==> src/rtl/reaction_pkg.sv <==
// Shared types and constants for the reaction timer game.
package reaction_pkg;

  localparam int VALUE_W = 14;

  localparam logic [VALUE_W-1:0] MAX_MS    = 14'd9999;
  localparam logic [VALUE_W-1:0] FOUL_CODE = 14'd9999;
  localparam logic [15:0]        LFSR_SEED = 16'hACE1;

  typedef enum logic [2:0] {
    IDLE,
    ARM,
    GO,
    DONE,
    FOUL
  } state_t;

  // Fibonacci step for taps 16,14,13,11: feedback enters at bit 0
  function automatic logic [15:0] lfsr_next(input logic [15:0] s);
    return {s[14:0], s[15] ^ s[13] ^ s[12] ^ s[10]};
  endfunction

endpackage

==> src/rtl/rt_lfsr16.sv <==
// Free-running 16-bit LFSR that supplies the random part of the GO delay.
module rt_lfsr16
  import reaction_pkg::*;
(
  input  logic        clk,
  input  logic        rst,
  output logic [15:0] out
);

  always_ff @(posedge clk) begin
    if (rst) out <= LFSR_SEED;
    else     out <= lfsr_next(out);
  end

endmodule

==> src/rtl/reaction_timer_fsm.sv <==
// Reaction-time game: random GO delay, millisecond counting and false-start detection.
// Define REACTION_BEST_TIME_EN to keep the best (minimum) valid result on best_time.
module reaction_timer_fsm
  import reaction_pkg::*;
#(
  parameter int MS_DIV       = 10000,
  parameter int MIN_DELAY_MS = 1000
) (
  input  logic               clk,
  input  logic               rst,
  input  logic               btn,
  output logic [VALUE_W-1:0] value,
  output logic               led_go,
  output logic               value_valid,
  output logic               too_early,
  output logic [VALUE_W-1:0] best_time
);

  localparam logic [15:0] PRESC_LAST = 16'(MS_DIV - 1);
  localparam logic [15:0] MIN_DELAY  = 16'(MIN_DELAY_MS);

  state_t      state;
  logic        btn_meta;
  logic        btn_sync;
  logic        btn_prev;
  logic        press;
  logic        tick;
  logic [15:0] presc;
  logic [15:0] ms_cnt;
  logic [15:0] delay_ms;
  logic [15:0] lfsr;
  logic [4:0]  lfsr_unused;

`ifdef REACTION_BEST_TIME_EN
  logic [VALUE_W-1:0] best_reg;
  assign best_time = best_reg;
`else
  assign best_time = MAX_MS;
`endif

  rt_lfsr16 u_lfsr (
    .clk (clk),
    .rst (rst),
    .out (lfsr)
  );

  assign lfsr_unused = lfsr[15:11];

  always_ff @(posedge clk) begin
    if (rst) begin
      btn_meta <= 1'b0;
      btn_sync <= 1'b0;
      btn_prev <= 1'b0;
    end else begin
      btn_meta <= btn;
      btn_sync <= btn_meta;
      btn_prev <= btn_sync;
    end
  end

  assign press = btn_sync & ~btn_prev;
  assign tick  = (presc == PRESC_LAST);

  // Every transition also restarts the prescaler so the first tick lands MS_DIV cycles after entry
  always_ff @(posedge clk) begin
    if (rst) begin
      state       <= IDLE;
      value       <= '0;
      led_go      <= 1'b0;
      value_valid <= 1'b0;
      too_early   <= 1'b0;
      presc       <= '0;
      ms_cnt      <= '0;
      delay_ms    <= '0;
`ifdef REACTION_BEST_TIME_EN
      best_reg    <= MAX_MS;
`endif
    end else begin
      value_valid <= 1'b0;
      presc       <= tick ? 16'd0 : presc + 16'd1;
      case (state)
        IDLE, DONE, FOUL: begin
          if (press) begin
            state     <= ARM;
            delay_ms  <= MIN_DELAY + {5'd0, lfsr[10:0]};
            ms_cnt    <= '0;
            presc     <= '0;
            too_early <= 1'b0;
            led_go    <= 1'b0;
          end
        end
        ARM: begin
          if (press) begin
            state     <= FOUL;
            value     <= FOUL_CODE;
            too_early <= 1'b1;
            presc     <= '0;
          end else if (tick) begin
            if (ms_cnt + 16'd1 >= delay_ms) begin
              state  <= GO;
              value  <= '0;
              led_go <= 1'b1;
              presc  <= '0;
            end else begin
              ms_cnt <= ms_cnt + 16'd1;
            end
          end
        end
        GO: begin
          // A press on a tick cycle wins, so the displayed count never includes that tick
          if (press) begin
            state       <= DONE;
            led_go      <= 1'b0;
            value_valid <= 1'b1;
            presc       <= '0;
`ifdef REACTION_BEST_TIME_EN
            if (value < best_reg) best_reg <= value;
`endif
          end else if (tick) begin
            if (value == MAX_MS - 14'd1) begin
              state       <= DONE;
              value       <= MAX_MS;
              led_go      <= 1'b0;
              value_valid <= 1'b1;
              presc       <= '0;
            end else begin
              value <= value + 14'd1;
            end
          end
        end
        default: begin
          state  <= IDLE;
          led_go <= 1'b0;
        end
      endcase
    end
  end

endmodule

==> config.mk <==
export PLATFORM = sky130hd
export DESIGN_NAME = reaction_timer_fsm
export DESIGN_NICKNAME = d
export VERILOG_FILES = /design/src/rtl/reaction_pkg.sv /design/src/rtl/rt_lfsr16.sv /design/src/rtl/reaction_timer_fsm.sv
export SDC_FILE = /design/constraint.sdc
export NUM_CORES = 1
export LEC_CHECK = 0
export ABC_AREA = 0
export BUFFER_PORTS_ARGS = -buffer_cell sky130_fd_sc_hd__buf_2
export CORE_ASPECT_RATIO = 0.9
export CORE_MARGIN = 3
export CORE_UTILIZATION = 60
export CTS_BUF_LIST = sky130_fd_sc_hd__clkbuf_8
export CTS_CLUSTER_DIAMETER = 150
export DETAILED_ROUTE_END_ITERATION = 16
export GPL_ROUTABILITY_DRIVEN = 0
export PLACE_DENSITY_LB_ADDON = 0.25
export RECOVER_POWER = 25
export SETUP_SLACK_MARGIN = 0.2
export SLEW_MARGIN = 30
export SYNTH_ARGS = -nofsm -noshare
export SYNTH_HDL_FRONTEND = slang
export SYNTH_SLANG_ARGS = --single-unit
==> constraint.sdc <==
create_clock -name clk -period 3.95 [get_ports clk]
set_input_delay 0.5925 -clock clk [delete_from_list [all_inputs] [get_ports clk]]
set_output_delay 0.5925 -clock clk [all_outputs]
set_load 0.02 [all_outputs]
### After elaboration in Yosys (flattened, before gate mapping)

Index checks and enable logic that the tools add are counted.

* $add $sub $neg: 4
* order comparisons: 1
* equality and inequality tests: 18
* mux-type cells: 42
* bitwise operators: 6
* reduce and logical (&&, ||, !) cells: 11

Operator list (count)
* 16-bit two-way mux: 12
* 14-bit two-way mux: 6
* 16-bit case mux with 3 select lines: 1
* 16-bit by 1-bit adder with 16-bit output (second input constant): 2
* 16-bit case mux with 2 select lines: 1
* 14-bit case mux with 2 select lines: 1
* 3-bit two-way mux: 7
* 16-bit by 14-bit equality test with 1-bit output (second input constant): 1
* 16-bit >= comparator: 1
* 2-bit inequality test (second input constant): 8
* 5-bit AND reduction: 3
* 14-bit by 1-bit adder with 14-bit output (second input constant): 1
* 14-bit equality test (second input constant): 1
* 10-bit by 11-bit adder with 12-bit output (first input constant): 1
* 3-bit inequality test (second input constant): 4
* 1-bit two-way mux: 11
* 3-bit case mux with 3 select lines: 1
* 3-bit by 2-bit equality test with 1-bit output (second input constant): 2
* 6-bit AND reduction: 1
* 2-bit nonzero test: 2
* 3-bit by 1-bit equality test with 1-bit output (second input constant): 1
* 3-bit equality test (second input constant): 1
* 3-bit zero test: 1
* 1-bit case mux with 3 select lines: 1
* 8 further kinds: 11

* flip-flop bits (word level): 87
* bits of input ports: 3
* output and inout bits: 31
* word-level logic and storage cells: 94

### Depth between registers and ports, before layout

Gate-level depths: netlist (run 1).

* word-level depth: 6
* mapped depth: 14

### Cells and area by module

A second synthesis (run 1) with hierarchy kept.

* cell total of the unflattened synthesis: 532
* area total of the unflattened synthesis: 4436.8 um2

By module, submodules not included
* reaction_timer_fsm: times used 1, cells each 496, area each 3982.6 um2, sequential area each 1341.3 um2
* rt_lfsr16: times used 1, cells each 36, area each 454.2 um2, sequential area each 320.3 um2

### Worst setup path before layout (run 1)

OpenSTA, ideal clock, no wires.

* kind: flip-flop to flip-flop
* from: reg ms_cnt[4]
* to: reg ms_cnt[2]
* arrival: 2.873 ns
* required time: 3.818 ns
* setup slack: 0.945 ns
* stages on the path, launching flop included: 15
* path buffers: 1
* clock period less this slack: 3.005 ns
* cell sequence: dfxtp_1 -> nand4_4 -> nor2_1 -> nand3_1 -> and2_1 -> or2_2 -> ha_1 -> a21oi_1 -> nor2b_1 -> o31a_1 -> a211oi_2 -> nand4_1 -> clkbuf_1 -> nand3_1 -> a21oi_1

* longest elaborated chain between the ends: 4

RTL lines
* start, declared: line reaction_timer_fsm.sv:29 `logic [15:0] ms_cnt;`
* start signal, assigned: line reaction_timer_fsm.sv:105 `ms_cnt <= ms_cnt + 16'd1;`
* 16-bit by 1-bit adder with 16-bit output: line reaction_timer_fsm.sv:99 `if (ms_cnt + 16'd1 >= delay_ms) begin`
* 16-bit >= comparator: line reaction_timer_fsm.sv:99
* 2-bit inequality test (no line)
* 5-bit AND reduction (no line)

No other way between the ends.
A chain may end at the register's enable or synchronous reset.

### Worst setup path in the final report (run 1)

* from: reg ms_cnt[2]
* to: reg value[10]

* longest elaborated chain between the ends: 4

RTL lines
* 16-bit by 1-bit adder with 16-bit output: line reaction_timer_fsm.sv:99
* 16-bit >= comparator: line reaction_timer_fsm.sv:99
* 3-bit inequality test (no line)
* 5-bit AND reduction (no line)
* end signal, assigned: line reaction_timer_fsm.sv:127 `value <= value + 14'd1;`
* end, declared: line reaction_timer_fsm.sv:12 `output logic [VALUE_W-1:0] value,`

No other way between the ends.

==> impl.org, run 1 <==
** Floorplan
- The floorplan step defined a die boundary enclosing around 0.0083 sq mm.
- In this run the core area contains 28 standard-cell rows.
- # IOs :: 34
- Floorplan die height :: 86.48 um
- Initial core utilization :: 63.86%
- Die X :: 95.42 um
- The region available for standard cell placement spans 0.006761 sq mm.

** Pwr
- Power spread over the standard cell area amounts to 346.0 mW/mm^2.
- Leak Pwr :: 0.001792 uW
- VDD sags by at most 0.0003080 V.

** Clock tree
- The clock drives 83 sinks.
- For this design, the CTS-stage hold fixing added 0 buffers.
- Insertion delay to the later sink of the worst-skew pair :: 0.36 ns
- No sink is reached through more buffers than the 2 on the longest clock path.
- Num CTS Buffers :: 9
- TritonCTS built the clock tree.
- CTS HTree Levels :: 3
- Clock root buffer :: sky130_fd_sc_hd__clkbuf_8
- Number of post-CTS setup repair buffers :: 0
- Clock-pin slew was measured on the worst setup and hold paths at 0.09 ns.

** Setup path
- Top fanout value on the critical path :: 13
- Class of the most critical setup path :: register to register
- Data arrives at the worst endpoint at ~3.7 ns.
- Kind of start point of the critical path :: register
- Critical Path RT :: 4.20 ns
- Sort of element at the end of the critical path :: register

** Placed design
- Half-perimeter wire length of the detailed placement result :: 6038 um
- Placed inst area :: roughly 0.0044 sq mm
- IO Port Bufs :: 19

** STA
- Unrepaired setup endpoints after global routing :: no
- The worst path needs 3.474 ns of the cycle, external delays included.
- Final worst clock skew :: 0.01009 ns
- For the final routed database, the setup TNS stands at 0 ns.
- Derived from the worst setup path, the maximum achievable clock frequency is 287.9 MHz.
- Headroom to the max-slew limit came out at -14.78%.
- For the pin with the worst max-slew slack, the measured transition is 1.722 ns.
- Final hold vios :: 0
- Final-report setup violation count :: 0
- Ratio of final minimum period to clock period :: ~88%
- Final hold analysis gives a worst-case slack of 0.4184 ns.
- Final Slew Violations :: ~40

** Logic synthesis
- After synthesis, the share of flip-flops with an asynchronous set or reset is 0%.
- The Yosys step of the flow raised 0 warnings.
- Summed over all instances, the cell type with the most area after synthesis is sky130_fd_sc_hd__dfxtp_1.
- Yosys mapped the design onto between 50 and 60 distinct sky130hd cell types.
- After synthesis, the mean cell area works out to 8.320 sq um.
- For this run, the register share of the synthesized area comes to 38.48%.
- Fraction of post-synthesis cell area in the top cell type by area :: 38.48%
- The cell count after synthesis came out at 519.
- Synth Register Bits :: 83
- In this run the cell area of the synthesized design comes to 0.004318 sq mm.
- Ranked by total cell area, the synthesized netlist is headed by sky130_fd_sc_hd__dfxtp_1, sky130_fd_sc_hd__ha_1, sky130_fd_sc_hd__a21oi_1, sky130_fd_sc_hd__nand2_1, sky130_fd_sc_hd__nor2_1.
- In this run, synthesis inferred 0 flip-flops with an integrated enable.
- Most common flop cell mapped by yosys :: sky130_fd_sc_hd__dfxtp_1

** Detailed routing
- Wires add up to 8677 um.
- Remaining DRCs :: 0
- Dividing the detail-routed wire length by the instance count gives between 10 and 15 um.
- Number of antenna-violating nets in the routed design :: 0
- Summing over every cut layer, the via total after detailed routing is 3640.
- Dividing the detail-routed via count by the number of cells gives ~5.8.
- The first detailed-routing pass took 4 iterations.
- The first routing iteration left ~180 violations.

** Outcome
- Failing checks :: max-capacitance violations, max-slew violations
- The run finished, with violations left.

** Global route
- Pin count of the biggest net entering global routing :: 41
- Gr usage total :: 22.58%
- Via count of the first global-routing pass :: 3261
- Overflow left after global routing :: 0
- The number of antenna violations at the first check in global routing came to 0.
- First-pass GRT wire length :: 15020 um

** Final layout
- The filler cells instantiated in the layout total 554.
- Area used by sequential logic in the layout :: about 0.0017 sq mm
- Area taken by multi-input logic gates :: 0.002436 sq mm
- Measured on the finished design, the core utilization comes to 68.13%.
- Summing all non-filler instances in the final layout gives an area of around 0.0046 sq mm.
- In the final design database the tool counted 548 nets.
- Share of cells above drive strength 1 :: 10.88%
- The repair_antennas step left the layout with diodes totalling 0.
- Most common library cell in the layout ignoring fill and taps :: sky130_fd_sc_hd__dfxtp_1
- Relative to the synthesized area, the layout overhead comes to 6.694%.
- Leaving out fill and tap cells, the most frequent cells in the layout are sky130_fd_sc_hd__dfxtp_1, sky130_fd_sc_hd__nand2_1, sky130_fd_sc_hd__nor2_1.

** Job
- Across the run, the number of max-cap violations was 1.

** Worst hold path
- The min-delay analysis places its worst path in the category register to register.
[state kept, by name, summed over array words and instances, names as in the netlist]
register / count
value: 14
value_valid: 1
btn_prev: 1
presc: 16
delay_ms: 12
btn_meta: 1
state: 3
ms_cnt: 16
too_early: 1
u_lfsr.out: 16
btn_sync: 1
led_go: 1
[cells in the mapped netlist, types with 2 or more instances]
| cell type | number |
|---|---|
| sky130_fd_sc_hd__nand2_1 | 50 |
| sky130_fd_sc_hd__nor3_1 | 13 |
| sky130_fd_sc_hd__nor2_1 | 43 |
| sky130_fd_sc_hd__nor4_1 | 2 |
| sky130_fd_sc_hd__and2_1 | 4 |
| sky130_fd_sc_hd__o21a_1 | 2 |
| sky130_fd_sc_hd__ha_1 | 17 |
| sky130_fd_sc_hd__and3_1 | 11 |
| sky130_fd_sc_hd__buf_4 | 14 |
| sky130_fd_sc_hd__o22a_1 | 2 |
| sky130_fd_sc_hd__xor2_1 | 15 |
| sky130_fd_sc_hd__or3_1 | 9 |
| sky130_fd_sc_hd__nand2b_1 | 3 |
| sky130_fd_sc_hd__nor2b_1 | 20 |
| sky130_fd_sc_hd__nand4b_1 | 2 |
| sky130_fd_sc_hd__o31a_1 | 2 |
| sky130_fd_sc_hd__buf_2 | 4 |
| sky130_fd_sc_hd__o21ai_1 | 2 |
| sky130_fd_sc_hd__nor3b_1 | 7 |
| sky130_fd_sc_hd__nand3_1 | 27 |
| sky130_fd_sc_hd__a2bb2oi_1 | 6 |
| sky130_fd_sc_hd__a211oi_1 | 7 |
| sky130_fd_sc_hd__a32o_1 | 3 |
| sky130_fd_sc_hd__dfxtp_1 | 83 |
| sky130_fd_sc_hd__nand4_1 | 6 |
| sky130_fd_sc_hd__nor4_4 | 2 |
| sky130_fd_sc_hd__inv_1 | 21 |
| sky130_fd_sc_hd__o21ai_0 | 20 |
| sky130_fd_sc_hd__o32ai_1 | 4 |
| sky130_fd_sc_hd__nor3_2 | 3 |
| sky130_fd_sc_hd__conb_1 | 2 |
| sky130_fd_sc_hd__a21oi_1 | 39 |
| sky130_fd_sc_hd__a31oi_1 | 2 |
| sky130_fd_sc_hd__a221o_1 | 2 |
| sky130_fd_sc_hd__xnor2_1 | 15 |
| sky130_fd_sc_hd__clkbuf_1 | 18 |
| sky130_fd_sc_hd__or2_2 | 15 |
| sky130_fd_sc_hd__a21o_1 | 2 |
[kinds of logic (layout without fill, tap and decap cells)]
logic type | after synthesis | count (layout) | share of synthesized area [%]
AO/OA/AOI/OAI | 103 | 103 | 15.36
adder cells (fa/ha/maj) | 17 | 17 | 4.926
AND/OR/NAND/NOR | 225 | 225 | 28.19
multiplexers | 1 | 1 | 0.2318
buffers and inverters | 58 | 60 | 6.549
other | 2 | 14 | 0.1739
flip-flops | 83 | 83 | 38.48
XOR/XNOR | 30 | 30 | 6.085
[cell type report]
type | instances | share of cell area [%]
clock buffers | 10 | 2.988
clock inverters | 6 | 1.439
inverters | 21 | 1.711
multi-input cells | 390 | 52.88
flip-flops and latches | 83 | 36.09
well taps | 90 | 2.444
repair buffers | 23 | 2.444
[critical path, stage by stage, from the launching register on]
cell and delay, ns:
sky130_fd_sc_hd__dfxtp_1 0.44, sky130_fd_sc_hd__nand3_2 0.19, sky130_fd_sc_hd__nor2_1 0.17, sky130_fd_sc_hd__nand3_1 0.13, sky130_fd_sc_hd__and2_1 0.19, sky130_fd_sc_hd__or2_2 0.30
sky130_fd_sc_hd__ha_1 0.30, sky130_fd_sc_hd__nand3_1 0.10, sky130_fd_sc_hd__a211oi_1 0.26, sky130_fd_sc_hd__a21oi_1 0.17, sky130_fd_sc_hd__a21oi_2 0.50, sky130_fd_sc_hd__nor3_2 0.18
sky130_fd_sc_hd__a221o_1 0.44
[metal layers]
layer | vias to the layer above | wire length, um | share of wire [%] | global-route usage, %
li1 | 1805 | - | - | -
met1 | 1696 | 4048 | 47 | 30.60
met2 | 124 | 3940 | 45 | 34.97
met3 | 15 | 583 | 6.7 | 7.292
met4 | 0 | 105 | 1.2 | 5.685
met5 | - | 0 | 0 | 0
[what timing repair did]
| item | CTS | global route |
|---|---|---|
| setup endpoints to repair | 0 | 12 |
| resized for setup | 0 | 3 |
| hold endpoints to repair | 0 | 0 |
[metrics by stage]
stage | instances | setup slack [ns] | total power (uW)
6_report | 623 | 0.4765 | 1594
5_1_grt | 623 | 0.1950 | 1663
4_1_cts | 623 | 0.4577 | 1604
3_5_place_dp | 607 | 0.4983 | 992.6
3_3_place_gp | 607 | 0.5963 | 989.8
2_1_floorplan | 531 | 0.9448 | 982.3
[final timing paths]
kind	startpoint	end	slack, ns	depth (start not counted)
max reg2reg	ms_cnt[2]	value[10]	0.48	12
min reg2reg	u_lfsr.out[14]	u_lfsr.out[15]	0.42	1
min	u_lfsr.out[14]	u_lfsr.out[15]	0.42	1
max	ms_cnt[2]	value[10]	0.48	12
[power by group]
part	total [uW]	internal, uW	switching [uW]
clock	619	309	310
combinational	101	34.2	67.1
sequential	873	858	14.9
total	1590	1200	392
No activity file was read; power rests on OpenSTA's default activity.
==> inputs of run 2 (changes only) <==
CORE_UTILIZATION = 32   (was 60)
==> impl.org, run 2 (same netlist as run 1, synthesis figures left out) <==
** Outcome
- The flow ran to the end, but the final reports show violations.
- The checks that failed: max-capacitance violations, max-slew violations.

** STA
- Unrepaired setup endpoints after global routing :: no
- The worst clock skew is 0.008599 ns (-0.001491 ns).
- Ratio of final minimum period to clock period :: 88.14% (+0.20 points)
- Slew of the pin with the lowest slew margin :: 1.643 ns (-0.07822 ns)
- The max-slew violation total from the final report is 37 (-9.8%).
- Final-report setup violation count :: 0 (unchanged)
- Setup slack after layout :: 0.4684 ns (-0.008070 ns)
- Shortest clock period the worst path allows after layout :: 3.482 ns (+0.008070 ns)
- Hold slack :: 0.4293 ns (+0.01091 ns)
- Setup TNS after final layout :: 0 ns (unchanged)
- Max-Slew Margin vs Limit :: -9.566% (+5.2 points)
- Final hold vios :: 0 (unchanged)
- The fmax is 287.2 MHz (-0.23%).

** Setup path
- The required time of the critical path was 4.12 ns (-0.08 ns).
- The worst setup path is launched from a register.
- STA classifies the critical path endpoint as a register.
- The critical path is of the register to register type.
- Data arrival time of the critical path :: 3.66 ns (-0.07 ns)
- The peak fanout along the critical path is 8 (-5).

** Pwr
- Net switching fraction of the power :: 23.74% (-0.88 points)
- The portion of total power attributed to sequential cells is 53.9% (-0.9 points).
- Leak Pwr :: 0.001827 uW (+1.9%)
- The power density over the cells was 342.8 mW/mm^2 (-0.91%).
- Design Power :: 1620 uW (+1.6%)
- The clock share of power came to 39.7% (+0.8 points).
- VDD IR-drop max :: 0.0001376 V (-55%)
- Sw Pwr :: 384.5 uW (-2.0%)
- The power share of the combinational group was 6.4% (about the same).
- The internal power summed over all cells was 1235 uW (+2.8%).

** Global route
- The global-route usage over all layers is 12.39% (-10 points).
- Via count of the first global-routing pass :: 3206 (-1.7%)
- Pin count of the biggest net entering global routing :: 37 (-9.8%)
- The number of antenna violations at the first check in global routing was 0 (unchanged).
- First-pass GRT wire length :: 15260 um (+1.6%)
- Overflow left after global routing :: 0 (unchanged)

** Worst hold path
- The worst hold path belongs to the class register to register.

** Clock tree
- The clock transition at the registers of the reported paths came to 0.08 ns (about the same).
- The clock latency of the later-clocked register in the worst-skew pair is 0.35 ns (about the same).
- Clock root buffer :: sky130_fd_sc_hd__clkbuf_8
- Clock sinks :: 83 (unchanged)
- The number of cells upsized or downsized after cts was 0 (unchanged).
- Longest Clk Path Bufs :: 2 (unchanged)
- The buffers inserted during post-CTS setup optimization was 0 (unchanged).
- CTS tree :: yes
- The H-tree depth is 3 (unchanged).
- The number of CTS-inserted buffers was 9 (unchanged).
- The hold buffer count at cts came to 0 (unchanged).

** Final layout
- The largest registers in the layout are ms_cnt x16, presc x16, u_lfsr.out x16.
- Area used by sequential logic in the layout :: 0.001662 sq mm (about the same)
- Relative to the synthesized area, the layout overhead comes to 9.418%.
- Final net count :: 552 (+0.73%)
- The post-route cell area was 0.004725 sq mm (+2.6%).
- The area used by multi-input combinational logic is 0.002422 sq mm (-0.57%).
- The antenna diode instance count came to 0 (unchanged).
- Most common library cell in the layout ignoring fill and taps :: sky130_fd_sc_hd__dfxtp_1
- Fillers :: 1331 (+140%)
- The ratio of cells with drive above 1 in the final layout was 11.73% (+0.85 points).
- Top library cells by usage in the layout, fill and taps aside :: sky130_fd_sc_hd__dfxtp_1, sky130_fd_sc_hd__nand2_1, sky130_fd_sc_hd__nor2_1

** Detailed routing
- Number of DRC markers after the initial detailed-route iteration :: 244 (+33%)
- The detailed-route via count is 3536 (-2.9%).
- The wire length per cell after detailed routing came to 12.88 um (-7.5%).
- The number of detailed-routing iterations run before antenna repair came to 5 (+1).
- The post-detailed-route via-to-cell ratio is 5.044 (-14%).
- Post-detailed-routing wire length :: 9028 um (+4.0%)
- Number of antenna-violating nets in the routed design :: 0 (unchanged)
- The final routed DRC violation total was 0 (unchanged).

** Job
- Max-cap check violation count :: 1 (unchanged)

** Floorplan
- The placeable core area was 0.01293 sq mm (+91%).
- The floorplan die area is 0.01493 sq mm (+81%).
- Standard-cell row count :: 39 (+39%)
- The effective utilization at floorplan is 33.39% (-30 points).
- The die height was 116.2 um (+34%).
- Die X :: 128.4 um (+35%)
- The number of ports placed on the die boundary is 34 (unchanged).

** Placed design
- The number of input and output port buffers inserted was 19 (unchanged).
- Placed inst area :: 0.004523 sq mm (+2.6%)
- Half-perimeter wire length of the detailed placement result :: 6555 um (+8.6%)
- The pre-CTS setup slack came to 0.5278 ns (+0.02945 ns).
==> run 2: cell types whose count changed in the layout (fill, tap and decap cells not counted), moves of 2 or more <==
| cell | before | now |
|---|---|---|
| sky130_fd_sc_hd__clkinv_4 | 2 | 0 |
| sky130_fd_sc_hd__clkbuf_8 | 10 | 12 |
| sky130_fd_sc_hd__buf_4 | 3 | 7 |
| sky130_fd_sc_hd__clkinv_2 | 0 | 2 |
==> run 2: worst paths after layout <==
path | from | slack, ns | cells after the start | end
setup / recovery | ms_cnt[2] | 0.47 | 13 | value[6]
hold / removal | u_lfsr.out[14] | 0.43 | 1 | u_lfsr.out[15]
setup reg to reg | ms_cnt[2] | 0.47 | 13 | value[6]
hold reg to reg | u_lfsr.out[14] | 0.43 | 1 | u_lfsr.out[15]
==> run 2: per-stage QoR <==
stage | util [%] | cells
after global routing | 36.54 | 701
after global placement | 34.98 | 685
final | 36.54 | 701
after CTS | 36.62 | 701
after floorplan | - | 531
after detailed placement | 34.98 | 685
==> run 2: layer usage <==
layer  global-route usage, %  wire length, um  vias to the layer above
met5                       0                0                        -
met4                   4.880              130                        0
met3                   1.920              394                        9
met2                   18.36             3697                       78
met1                   18.04             4806                     1636
li1                        -                -                     1813
==> run 2: power groups by stage <==
stage | Combinational (uW) | Clock (uW) | Sequential, uW
final | 104 | 643 | 874
after global routing | 116 | 695 | 877
after CTS | 104 | 667 | 874
after detailed placement | 103 | 0 | 893
after global placement | 102 | 0 | 893
after floorplan | 93.2 | 0 | 889
==> run 2: final cells by class <==
class	count	area share, %
Tap cell	164	4.343
Multi-Input combinational cell	390	51.27
Sequential cell	83	35.17
Clock buffer	12	3.496
Timing Repair Buffer	27	3.046
Inverter	21	1.668
Clock inverter	4	1.006
==> run 2: worst max-delay path, cell delays in order (launching register included) <==
cell and delay [ns]:
sky130_fd_sc_hd__dfxtp_1 0.46, sky130_fd_sc_hd__nand3_2 0.20, sky130_fd_sc_hd__nor2_1 0.18, sky130_fd_sc_hd__nand3_1 0.12, sky130_fd_sc_hd__and2_1 0.19, sky130_fd_sc_hd__or2_2 0.29, sky130_fd_sc_hd__ha_1 0.29, sky130_fd_sc_hd__a21oi_1 0.14
sky130_fd_sc_hd__nor2b_1 0.06, sky130_fd_sc_hd__o31a_1 0.30, sky130_fd_sc_hd__a211oi_2 0.28, sky130_fd_sc_hd__a21oi_2 0.18, sky130_fd_sc_hd__o21ai_0 0.45, sky130_fd_sc_hd__o32ai_1 0.17
